`config.mk`:
```
export PLATFORM = sky130hd
export DESIGN_NAME = store_rmw_ctrl
export DESIGN_NICKNAME = d
export VERILOG_FILES = /design/src/rtl/mem_pkg.sv /design/src/rtl/store_rmw_ctrl.sv
export SDC_FILE = /design/constraint.sdc
export NUM_CORES = 1
export LEC_CHECK = 0
export CELL_PAD_IN_SITES_DETAIL_PLACEMENT = 1
export CELL_PAD_IN_SITES_GLOBAL_PLACEMENT = 1
export CORE_MARGIN = 1.5
export CORE_UTILIZATION = 25
export DETAILED_ROUTE_END_ITERATION = 8
export GPL_TIMING_DRIVEN = 0
export HOLD_SLACK_MARGIN = 0.15
export PLACE_DENSITY_LB_ADDON = 0.1
export SETUP_SLACK_MARGIN = 0.4
export SYNTH_ARGS = -nofsm -noshare
export SYNTH_HDL_FRONTEND = slang
export SYNTH_SLANG_ARGS = --single-unit
```
`constraint.sdc`:
```
create_clock -name clk -period 3 [get_ports clk]
set_input_delay 0.9 -clock clk [delete_from_list [all_inputs] [get_ports clk]]
set_output_delay 0.9 -clock clk [all_outputs]
set_load 0.03 [all_outputs]
```
`src/rtl/mem_pkg.sv`:
```
// Shared definitions for the data-memory store path: store size encodings,
// controller state type and address helpers.
package mem_pkg;

    localparam logic [1:0] ST_BYTE = 2'b00;
    localparam logic [1:0] ST_HALF = 2'b01;
    localparam logic [1:0] ST_WORD = 2'b10;

    typedef enum logic [1:0] {
        S_IDLE  = 2'b00,
        S_READ  = 2'b01,
        S_WAIT  = 2'b10,
        S_WRITE = 2'b11
    } rmw_state_e;

    // Encoding 11 is reserved and handled exactly like a word store.
    function automatic logic is_word_type(input logic [1:0] st_type);
        return st_type[1];
    endfunction

    // Sized for the widest address in use; callers cast to their own width.
    function automatic logic [63:0] word_align(input logic [63:0] addr);
        return {addr[63:2], 2'b00};
    endfunction

endpackage

```
`src/rtl/store_rmw_ctrl.sv`:
```
// Read-modify-write sequencer for sub-word stores ahead of the store merge stage.
// Word stores skip the read; byte/half stores read, merge externally, then write back.
//
// state   | meaning
// --------+------------------------------------------------------------
// S_IDLE  | ready for a request; misaligned half is flagged and dropped
// S_READ  | MemRE issued for the containing word, latency counter loaded
// S_WAIT  | counting down read latency, read word captured at zero
// S_WRITE | MemWE issued with the merged (or bypassed) word, Done pulses
module store_rmw_ctrl
    import mem_pkg::*;
#(
    parameter int ADDR_WIDTH = 32,
    parameter int RD_LAT     = 1
) (
    input  logic                  clk,
    input  logic                  rst_n,
    input  logic                  ReqValid,
    output logic                  ReqReady,
    input  logic [ADDR_WIDTH-1:0] ReqAddr,
    input  logic [1:0]            ReqType,
    input  logic [31:0]           ReqData,
    output logic [ADDR_WIDTH-1:0] MemAddr,
    output logic                  MemRE,
    input  logic [31:0]           MemRData,
    output logic                  MemWE,
    output logic [31:0]           MemWData,
    output logic [1:0]            MergeA,
    output logic [1:0]            MergeType,
    output logic [31:0]           MergeRD,
    output logic [31:0]           MergeWD,
    input  logic [31:0]           MergeOut,
    output logic                  Done,
    output logic                  Err
);

    localparam int CNT_W = (RD_LAT > 1) ? $clog2(RD_LAT) : 1;

    rmw_state_e            state_q, state_d;
    logic [CNT_W-1:0]      cnt_q, cnt_d;
    logic [ADDR_WIDTH-1:0] addr_q, addr_d;
    logic [1:0]            a_q, a_d;
    logic [1:0]            type_q, type_d;
    logic [31:0]           wd_q, wd_d;
    logic [31:0]           rd_q, rd_d;
    logic                  err_q, err_d;

    always_ff @(posedge clk) begin
        if (!rst_n) begin
            state_q <= S_IDLE;
            cnt_q   <= '0;
            addr_q  <= '0;
            a_q     <= '0;
            type_q  <= '0;
            wd_q    <= '0;
            rd_q    <= '0;
            err_q   <= 1'b0;
        end else begin
            state_q <= state_d;
            cnt_q   <= cnt_d;
            addr_q  <= addr_d;
            a_q     <= a_d;
            type_q  <= type_d;
            wd_q    <= wd_d;
            rd_q    <= rd_d;
            err_q   <= err_d;
        end
    end

    always_comb begin
        state_d = state_q;
        cnt_d   = cnt_q;
        addr_d  = addr_q;
        a_d     = a_q;
        type_d  = type_q;
        wd_d    = wd_q;
        rd_d    = rd_q;
        err_d   = 1'b0;
        case (state_q)
            S_IDLE: begin
                if (ReqValid) begin
                    addr_d = ADDR_WIDTH'(word_align(64'(ReqAddr)));
                    a_d    = ReqAddr[1:0];
                    type_d = ReqType;
                    wd_d   = ReqData;
                    if (is_word_type(ReqType)) begin
                        state_d = S_WRITE;
                    end else if (ReqType == ST_HALF && ReqAddr[0]) begin
                        err_d = 1'b1;
                    end else begin
                        state_d = S_READ;
                    end
                end
            end
            S_READ: begin
                cnt_d   = CNT_W'(RD_LAT - 1);
                state_d = S_WAIT;
            end
            S_WAIT: begin
                if (cnt_q == '0) begin
                    rd_d    = MemRData;
                    state_d = S_WRITE;
                end else begin
                    cnt_d = cnt_q - CNT_W'(1);
                end
            end
            S_WRITE: begin
                state_d = S_IDLE;
            end
            default: begin
                state_d = S_IDLE;
            end
        endcase
    end

    assign ReqReady  = (state_q == S_IDLE);
    assign MemRE     = (state_q == S_READ);
    assign MemWE     = (state_q == S_WRITE);
    assign MemAddr   = addr_q;
    assign MergeA    = a_q;
    assign MergeType = type_q;
    assign MergeRD   = rd_q;
    assign MergeWD   = wd_q;
    // Word stores never read, so the merge stage result is ignored for them.
    assign MemWData  = is_word_type(type_q) ? wd_q : MergeOut;
    assign Done      = (state_q == S_WRITE) | err_q;
    assign Err       = err_q;

endmodule

```
==> results.cfg, run 1 <==
[drt]
via_count = 4097
wl_um = 15200
antenna_left = 0
drtPass1Iterations = 4
wire_per_inst_um = 15.9
drc = 0
drt-initial-drc-count = 78
routed_via_density = 4.29

[clocking]
cts_buffers = 9
insertion_delay_ns = 0.34
cts_tree = done
cts_buffer_depth = 2
cts_hold_buffers = 0
htreeDepth = 3
clock-sinks = 101
cts_setup_buffers = 0
clk_pin_slew_ns = 0.06
cts_root_buffer = clkbuf_16

[grt]
grt_max_degree = 17
grtUsageTotal_pct = 17.0
grt_pass1_vias = 4476
grt_pass1_wl_um = 23800
overflow = 0
antenna_found_initial = 0

[timing]
grt_setup_unrepaired = yes
finalCritPeriodShare_pct = 86.5
drv_slew = 0
setup_ws_ns = 0.405
period_needed_ns = 2.60
setup_viol = 0
clock_skew_ns = 0.00356
fmax_mhz = 385
finalHoldViolations = 0

[die]
rows = 47
start_util_pct = 25.7
die-area_um2 = 18000
io_pins = 270
core-area_um2 = 16700
die_height_um = 134
die_w_um = 134

[critical_path]
crit_fanout = 1
path_class = input port to primary output
worstPathArrival_ns = 1.70
crit_path_start = MergeOut[28]
cp-end-kind = primary output
r2r_start = state_q[0]$_SDFFE_PN0P_
startpoint_type = input port
cp.required_ns = 2.10

[logic_synthesis]
netlist_instances = 451
synth-seq-cells = 101
yosys-top-cells-area = dfxtp_1 47%, nand2_1 12%, mux2_2 8.4%
yosysWarnings = 0
syn-cell-area_um2 = 4300
yosysTopAreaCellShare_pct = 47.0
avgSynthCellArea_um2 = 9.53
synth-seq-area-share_pct = 47.0
yosysTopAreaCell = dfxtp_1
synth.distinct_cells = 24

[layout]
diodes = 0
stdcell_count = 954
area_delta_synth_final_pct = 78.5
final_common_cell = clkdlybuf4s50_1
utilization_pct = 45.9
drive_gt1_share_pct = 15.5
finalNetCount = 866
final_area_um2 = 7670
final_cell_mix = 200 x clkdlybuf4s50_1, 134 x nand2_1, 101 x dfxtp_1, 37 x a21boi_0, 35 x buf_6

[place]
dp_cells = 938
pre_cts_ws_ns = -0.107
placedInstanceArea_um2 = 7240
io_buffer_count = 266
hpwl_um = 12100
gp_congestion = 0.714

[flow_run]
drv_cap = 0

[worst_hold_path]
hp-start = MemAddr[26]$_SDFFE_PN0P_
hold_class = flip-flop to flip-flop

[status]
status = finished, final reports clean

[power_and_ir_drop]
leakage_uw = 0.00300
power_density_nw_per_um2 = 746
worst_ir_drop_vdd_mv = 0.339
-- layout make-up --
cell class	instances	area [um2]
buffer	36	245
clock buffer	11	243
clock inverter	5	36.3
fill	1906	9030
inverter	2	7.51
multi-input combinational	313	2160
sequential	101	2020
tap	220	275
timing repair buffer	266	2680
-- where the power goes --
group	switching (uW)	internal, uW	leakage (uW)
clock network	503	585	0.000128
logic	1560	1280	0.00205
registers	182	1610	0.000826
-- critical path, cell delays in order --
cell and delay [ns]:
clkdlybuf4s50_1 0.39, mux2_2 0.27, buf_6 0.14
-- timing repair --
action | in CTS | in global routing
gates resized for setup | 279 | 16
endpoints found under the setup margin | 34 | 7
gates cloned | 0 | 0
-- sequential cells by signal, summed over array words and instances, names as in the netlist --
name and flops:
MemAddr 30, Err 1, MergeRD 32, MergeA 2
state_q 2, MergeType 2, MergeWD 32
-- cells in the mapped netlist (all sizes together) --
library cell / count
or2: 1
clkbuf: 13
dfxtp: 101
and2: 1
buf: 23
a21boi: 66
inv: 2
mux2i: 32
a21oi: 3
a211oi: 2
nand3b: 1
o21ai: 2
ha: 4
mux2: 32
nor2b: 32
nand2: 134
conb: 1
nor2: 1
-- metrics by stage --
stage | power (uW) | setup TNS [ns] | hold slack, ns
floorplan | 3480 | 0 | 0.533
global placement | 4570 | -1.65 | 0.441
detailed placement | 4640 | -1.81 | 0.451
CTS | 5820 | 0 | 0.462
global route | 6070 | 0 | 0.476
finish | 5720 | 0 | 0.457
-- metal layers --
metal | share of wire (%) | GRT usage, %
met1 | 39 | 18.7
met2 | 51 | 30.9
met3 | 8.7 | 6.16
met4 | 1.5 | 4.66
met5 | 0 | 0
-- worst paths after layout --
kind                              end  slack [ns]  depth (start not counted)
min reg2reg  MemAddr[26]$_SDFFE_PN0P_        0.46                          2
max reg2reg  MergeWD[16]$_SDFFE_PN0P_        1.31                          6
max                      MemWData[28]        0.40                          3
min          MemAddr[26]$_SDFFE_PN0P_        0.46                          2
-- kinds of logic after synthesis --
kind of cell | Yosys count | synth area share (%)
buf+inv | 38 | 5.53
simple gates | 170 | 16.9
compound gates | 73 | 13.4
flops | 101 | 47.0
mux | 64 | 15.8
fa+ha+maj | 4 | 1.16
other cells | 1 | 0.0873
(Power assumes the default switching activity.)
==> run 2: changes to the inputs <==
CORE_MARGIN = 2   (was 1.5)
clock period = 3.3 ns   (was 3 ns; I/O delays follow)
==> run 2 against run 1 <==
Compared with the run above:
- register-to-register slack improved by 0.27 ns
- combinational power fell by 13%
- worst setup slack improved by 0.057 ns
- via count fell by 0.66%
- critical path depth did not move
- clock power fell by 6%
- sequential power fell by 9%
- utilization fell by 1.9 points
- wire length fell by 0.80%
- total power fell by 11%
- first-iteration DRC count rose by 18%
- critical path type unchanged
- critical endpoint is now MemWData[24]
- highest routed layer unchanged
==> results.cfg, run 2 (synthesized netlist as in run 1, its figures left out) <==
[timing]
clock_skew_ns = 0.00593
setup_ws_ns = 0.462
fmax_mhz = 352
finalCritPeriodShare_pct = 86.0
grt_setup_unrepaired = no
drv_slew = 0
setup_tns_ns = 0
setup_viol = 0
finalHoldViolations = 0
period_needed_ns = 2.84

[die]
rows = 47
start_util_pct = 25.7
die_height_um = 135
io_pins = 270
die_w_um = 135
die-area_um2 = 18300
core-area_um2 = 16700

[critical_path]
startpoint_type = input port
path_class = input port to primary output
cp_slowest_cell = clkdlybuf4s50_1
crit_path_max_incr_delay_ns = 0.39
cp-end-kind = primary output
path_cells = clkdlybuf4s50_1 > mux2_2 > buf_2
crit_fanout = 1
r2r_slack_ns = 1.58
crit_family = buffers and inverters
cp.required_ns = 2.31
reg2regPathDepth = 6
critical_path_buf_inv_count = 2
r2r_start = state_q[0]$_SDFFE_PN0P_
worstPathArrival_ns = 1.85
crit_path_start = MergeOut[24]
r2r_end = MergeA[1]$_SDFFE_PN0P_

[clocking]
cts_buffers = 9
cts_tree = done
cts_setup_buffers = 0
clk_pin_slew_ns = 0.07
clock-sinks = 101
cts_root_buffer = clkbuf_16
insertion_delay_ns = 0.34
htreeDepth = 3
cts_buffer_depth = 2

[layout]
area_delta_synth_final_pct = 71.2
diodes = 0
final_common_cell = clkdlybuf4s50_1
finalNetCount = 866
final_cell_mix = 234 x clkdlybuf4s50_1, 134 x nand2_1, 101 x dfxtp_1, 41 x buf_2, 37 x a21boi_0
drive_gt1_share_pct = 15.4

[worst_hold_path]
hold_class = flip-flop to flip-flop
whs_path_depth = 2
hp-start = MemAddr[25]$_SDFFE_PN0P_
hold_end = MemAddr[25]$_SDFFE_PN0P_

[grt]
grt_pass1_vias = 4355
overflow = 0
grt_max_degree = 16
antenna_found_initial = 0
grtUsageTotal_pct = 16.5
grt_pass1_wl_um = 23400

[power_and_ir_drop]
p_total_uw = 5110
worst_ir_drop_vdd_mv = 0.298
leakage_uw = 0.00273
power_density_nw_per_um2 = 694

[drt]
drtPass1Iterations = 4
wire_per_inst_um = 15.8
wl_um = 15100
antenna_left = 0
drt-initial-drc-count = 92
routed_via_density = 4.28
drc = 0
via_count = 4070

[status]
status = finished, final reports clean

[place]
hpwl_um = 12200
gp_congestion = 0.746
io_buffer_count = 266
pre_cts_ws_ns = 0.0263

[flow_run]
drv_cap = 0
-- run 2: cell types whose count changed in the layout (fill, tap and decap cells not counted), sizes merged --
cell	delta
bufinv	+1
clkbuf	-2
clkdlybuf4s50	+34
clkinv	+2
clkinvlp	-3
dlygate4sd2	-28
dlymetal6s2s	-6
-- run 2: worst min-delay path: cells and delay by family, from the launching register on --
family / cells / cell delay [ns]
simple gates: 1 / 0.05
flops: 1 / 0.31
compound gates: 1 / 0.05
-- run 2: repair_timing --
action / in CTS / in global routing
hold buffers: 0 / 0
pin swaps: 0 / 0
resized for setup: 158 / 2
setup endpoints to repair: 32 / 1
-- run 2: worst max-delay path by stage --
| stage | depth (start not counted) | slack (ns) | endpoint |
|---|---|---|---|
| after global routing | 3 | 0.40 | ReqReady |
| after detailed placement | 3 | 0.03 | MemWData[8] |
| after CTS | 3 | 0.36 | MemWData[8] |
| after global placement | 3 | 0.02 | MemWData[8] |
| after floorplan | 3 | 0.98 | MemWData[0] |
| final | 3 | 0.46 | MemWData[24] |
-- run 2: metrics by stage --
stage	area, um2	instances	utilization [%]	hold slack, ns
after global routing	7360	952	44.1	0.478
final	7360	952	44.1	0.455
after detailed placement	7240	938	43.3	0.448
after CTS	7360	952	44.1	0.458
after global placement	7240	938	43.3	0.443
after floorplan	4300	452	-	0.533
-- run 2: per-layer routing --
metal  share of wire, %  GRT usage, %  vias up
met1                 40          18.7     1887
li1                   -             -     2025
met2                 50          29.3      148
met3                8.5          5.56       10
met5                  0             0        -
met4                1.2          4.69        0
-- run 2: where the power goes --
group	internal, uW	total [uW]	switching (uW)
Sequential	1470	1620	158
Combinational	1070	2460	1400
Clock	577	1020	446
Total	3110	5110	2000
-- run 2: area by class of cell --
class,instances,area [um2]
Multi-Input combinational cell,313,2040
Buffer,36,230
Clock inverter,5,53.8
Timing Repair Buffer,266,2500
Sequential cell,101,2020
Fill cell,1902,9340
Inverter,2,7.51
Tap cell,220,275
Clock buffer,9,225
==> edit 1 (flow settings as in run 2) <==
`RD_LAT`: 1 -> 2.
--- a/src/rtl/store_rmw_ctrl.sv
+++ b/src/rtl/store_rmw_ctrl.sv
@@ -11,7 +11,7 @@
     import mem_pkg::*;
 #(
     parameter int ADDR_WIDTH = 32,
-    parameter int RD_LAT     = 1
+    parameter int RD_LAT     = 2
 ) (
     input  logic                  clk,
     input  logic                  rst_n,
Formal check against the unedited RTL: not equivalent (Yosys sat finds a counterexample within 4 cycles, from zero or initial values and one cycle with rst_n low).
==> edit 1 against run 2 <==
  * Total power down 1.8%
  * Synthesized area is essentially flat
  * Routed wire length increased by 6.6%
  * Cell count is 4.7% higher
  * Sequential cell count grew 1
  * Final area is 0.29% higher
  * Maximum frequency increased by 0.36%
  * Synthesized cell count increased by 9.5%
  * Worst setup slack gained 0.010 ns
  * Die area hardly changed
  * Highest routed layer unchanged
==> edit 1: results (changes against run 2) <==
metric	value	unit	change
status	finished clean		unchanged
vias per inst	4.38		was 4.28
Tot Pwr	5.02	mW	was 5.11 mW
comb_multi_in	351		was 313
Clock buffer cells	12		was 9
peak supply drop	0.248	mV	was 0.298 mV
Critical Path Start	MergeOut[11]		was MergeOut[24]
Final HPWL DP	12900	um	was 12200 um
first-pass GRT wire length	24600	um	was 23400 um
clock network power share	20.7	%	was 20.0%
Clock buf/inv share	3.88	%	was 3.79%
WHS	0.454	ns	was 0.455 ns
Layout fillers	2001		was 1902
synth cell count leaders	nand2_1 (200), dfxtp_1 (102), a21boi_0 (67)		was nand2_1 (134), dfxtp_1 (101), a21boi_0 (37)
met2 wire len	7990	um	was 7600 um
cells taking the most area after synthesis	dfxtp_1 (47%), nand2_1 (17%), a21boi_0 (12%)		was dfxtp_1 (47%), nand2_1 (12%), mux2_2 (8.4%)
worst clock skew	0.00405	ns	was 0.00593 ns
CTS-repair resized insts	161		was 158
Placement Setup Slack	0.00768	ns	was 0.0263 ns
WL met3	1350	um	was 1280 um
origin of the critical flop-to-flop path	state_q[1]		was state_q[0]
worst setup margin	0.472	ns	was 0.462 ns
vias in the first global route	4646		was 4355
drt initial violations	78		was 92
Layout Nets	910		was 866
crit path to	MemWData[11]		was MemWData[24]
R2R Setup Slk	1.48	ns	was 1.58 ns
met3 usage	5.99	%	was 5.56%
Post-Syn Instances	494		was 451
placed cells	981		was 938
non-filler instance count after layout	997		was 952
met1 wire length	6460	um	was 6020 um
r2r worst-path depth	7		was 6
leakage	2.80	nW	was 2.73 nW
Inverters	3		was 2
Post-Route WL	16100	um	was 15100 um
area delta synth->final	71.6	%	was 71.2%
GRT Total Usage	17.5	%	was 16.5%
Hold Path Sink	MemAddr[17]		was MemAddr[25]
worst hold path class	flip-flop to flip-flop		unchanged
largest net degree at the start of global routing	17		was 16
NonClk Buf Share	37.0	%	was 37.1%
multi-input logic area	2030	um^2	was 2040 um^2
Int Pwr	3.00	mW	was 3.11 mW
met1 usage	19.6	%	was 18.7%
Plain + repair buffers	305		was 302
fraction of final layout cells sized beyond drive strength 1	14.3	%	was 15.4%
min-delay src	MemAddr[17]		was MemAddr[25]
pwr/cell area	680	nW/um^2	was 694 nW/um^2
placed cell areas	7240	um^2	about the same
GPL Wtd Cong	0.720		was 0.746
r2r endpoint	MemAddr[2]		was MergeA[1]
post-synthesis sequential area ratio	47.5	%	was 47.0%
comb pwr	2.35	mW	was 2.46 mW
FFs & Latches	102		was 101
==> edit 1: changes by cell type in the layout (fill, tap and decap cells not counted), moves of 3 or more <==
cell and change:
a21boi_0 +30, a21boi_1 +13, a21boi_2 -11, a21oi_1 -3
buf_2 +6, buf_4 -3, buf_6 +3, mux2i_1 -31
nand2_1 +66, nor2b_1 -30
==> edit 1: cells by family (layout without fill, tap and decap cells) <==
kind of cell | Yosys count | in the layout | synth area share (%)
and+or+nand+nor | 208 | 208 | 18.7
AOI/OAI and AO/OA | 102 | 102 | 18.1
DFF | 102 | 102 | 47.5
buffers and inverters | 42 | 324 | 5.30
muxes | 34 | 34 | 8.87
adders and majority gates | 5 | 5 | 1.45
other | 1 | 2 | 0.0872
==> edit 1: critical path, stage by stage <==
cell and delay (ns):
clkdlybuf4s50_1 0.40, mux2_2 0.26, buf_2 0.18
==> edit 2 (settings of run 2) <==
Without the edit above. Re-encode `rmw_state_e` (4 states) as Gray code, 2 bits wide.
--- a/src/rtl/mem_pkg.sv
+++ b/src/rtl/mem_pkg.sv
@@ -9,8 +9,8 @@
     typedef enum logic [1:0] {
         S_IDLE  = 2'b00,
         S_READ  = 2'b01,
-        S_WAIT  = 2'b10,
-        S_WRITE = 2'b11
+        S_WAIT  = 2'b11,
+        S_WRITE = 2'b10
     } rmw_state_e;
 
     // Encoding 11 is reserved and handled exactly like a word store.
Behaviour: same outputs for any inputs over 10 cycles, from zero or initial values and one cycle with rst_n low; not proved beyond that.
==> edit 2 against run 2 <==
  * Register-to-register slack improved by 0.18 ns
  * Sequential cell count unchanged
  * Routed wire length increased by 13%
  * Synthesized area decreased by 3.9%
  * Highest routed layer unchanged
  * Worst setup slack got worse by 0.013 ns
  * Final area decreased by 1.9%
  * Critical path depth unchanged
  * Critical endpoint is now MemWData[8]
  * Largest cell class unchanged
  * Non-clock buffer count increased by 9
  * Global-route usage increased by 2.6 points
Power is not compared: it rests on default switching activity, and its combinational part moved more than twofold at a synthesized area within 25%.
==> edit 2: results (changes against run 2) <==
metric	value	unit	change
status	finished clean		unchanged
root cell of the clock tree	clkbuf_16		unchanged
placed cell areas	7070	um^2	was 7240 um^2
Critical Path Start	MergeOut[8]		was MergeOut[24]
final setup vio count	0		unchanged
vias per inst	4.53		was 4.28
origin of the critical flop-to-flop path	state_q[1]		was state_q[0]
CP Max Fanout	1		unchanged
Wirelength per Cell	17.3	um	was 15.8 um
leakage	2.61	nW	
asr flop ratio synth	0	%	unchanged
largest net degree at the start of global routing	15		was 16
Critical Path AT	1.86	ns	
R2R Setup Slk	1.76	ns	was 1.58 ns
slowest CP cell	clkdlybuf4s50_1		unchanged
cells taking the most area after synthesis	dfxtp_1 (49%), nand2_1 (12%), mux2_2 (8.7%)		was dfxtp_1 (47%), nand2_1 (12%), mux2_2 (8.4%)
PortBufs	266		unchanged
Layout Nets	899		was 866
crit path to	MemWData[8]		was MemWData[24]
synth cell count leaders	nand2_1 (132), dfxtp_1 (101), nand3_1 (66)		was nand2_1 (134), dfxtp_1 (101), a21boi_0 (37)
GPL Wtd Cong	0.742		was 0.746
CTS Hold Bufs	0		unchanged
worst hold path class	flip-flop to flip-flop		unchanged
clk slew on worst S/H paths	0.06	ns	
post-synthesis sequential area ratio	49.0	%	was 47.0%
peak supply drop	0.242	mV	
number of CTS-inserted buffers	9		unchanged
antenna cell count	0		unchanged
Layout fillers	1887		was 1902
DRT Pass-1 Iters	4		unchanged
GRT Total Usage	19.1	%	was 16.5%
Top Family by Delay on Critical Path	buffers and inverters		unchanged
worst clock skew	0.00454	ns	was 0.00593 ns
Post-Route Utilization	45.1	%	was 44.1%
r2r endpoint	MemAddr[18]		was MergeA[1]
CTS-repair resized insts	162		was 158
H-tree Lvls	3		unchanged
vias in the first global route	4733		was 4355
fraction of final layout cells sized beyond drive strength 1	12.6	%	was 15.4%
Worst slew margin	65.9	%	
min-delay src	MemAddr[31]		was MemAddr[25]
drt initial violations	169		was 92
synth unique cells	24		unchanged
Ys Warns	0		unchanged
first-pass GRT wire length	26300	um	was 23400 um
top flip-flop cell by instance count after synthesis	dfxtp_1		unchanged
Final HPWL DP	13300	um	was 12200 um
Max stage delay on crit path	0.40	ns	
r2r worst-path depth	3		was 6
[edit 2: changes by cell type after synthesis, sizes merged, moves of 2 or more]
cell    before  now
clkbuf      13   27
nand2      134  132
a21oi        3    0
mux2i       32    0
a21boi      66   33
nor2b       32    1
nor3b        0    2
ha           4    0
o21ai        2   66
a211oi       2    0
nand3        0   66
buf         23   18
[edit 2: layout make-up]
type / instances / area [um^2] / share of cell area, %
inverters: 2 / 7.51 / 0.104
multi-input cells: 341 / 1850 / 25.6
well taps: 216 / 270 / 3.74
clock inverters: 2 / 60.1 / 0.832
clock buffers: 12 / 236 / 3.28
plain buffers: 45 / 268 / 3.71
flip-flops and latches: 101 / 2020 / 28.0
repair buffers: 266 / 2500 / 34.7
[edit 2: kinds of logic after synthesis]
kind of cell | Yosys count | share of synthesized area [%]
buf+inv | 47 | 6.36
flops | 101 | 49.0
mux | 32 | 8.73
other cells | 1 | 0.0908
compound gates | 100 | 14.2
simple gates | 207 | 21.7
[edit 2: worst min path at each step]
stage | slack, ns | to | cells past startpoint
6_report | 0.45 | MemAddr[31] | 2
5_1_grt | 0.48 | MergeRD[7] | 2
2_1_floorplan | 0.54 | state_q[1] | 2
3_3_place_gp | 0.44 | MemAddr[29] | 2
4_1_cts | 0.45 | MemAddr[31] | 2
3_5_place_dp | 0.44 | MemAddr[31] | 2
[edit 2: where the power goes]
| part | leakage [nW] | internal, mW | switching [mW] | total (mW) |
|---|---|---|---|---|
| Sequential | 0.825 | 1.28 | 0.0472 | 1.33 |
| Clock | 0.143 | 0.658 | 0.457 | 1.11 |
| Combinational | 1.64 | 0.368 | 0.425 | 0.794 |
| Total | 2.61 | 2.31 | 0.929 | 3.24 |
[edit 2: tightest hold or removal path: stages (launching register included)]
cell,delay (ns)
dfxtp_1,0.31
nand2_1,0.05
o21ai_1,0.05
[edit 2: routing by layer]
metal	share of wire [%]	routed length (um)	GRT usage, %
met3	6.7	1150	5.44
met5	0	0	0
met4	1.1	181	5.38
met1	42	7210	22.6
met2	50	8480	33.6
[edit 2: through the flow]
stage	worst slack, ns	std cells	power [mW]
after floorplan	0.926	489	1.75
after global placement	0.00119	971	2.17
after detailed placement	0.0176	971	2.19
after CTS	0.356	985	3.29
after global routing	0.423	985	3.39
final	0.449	985	3.24
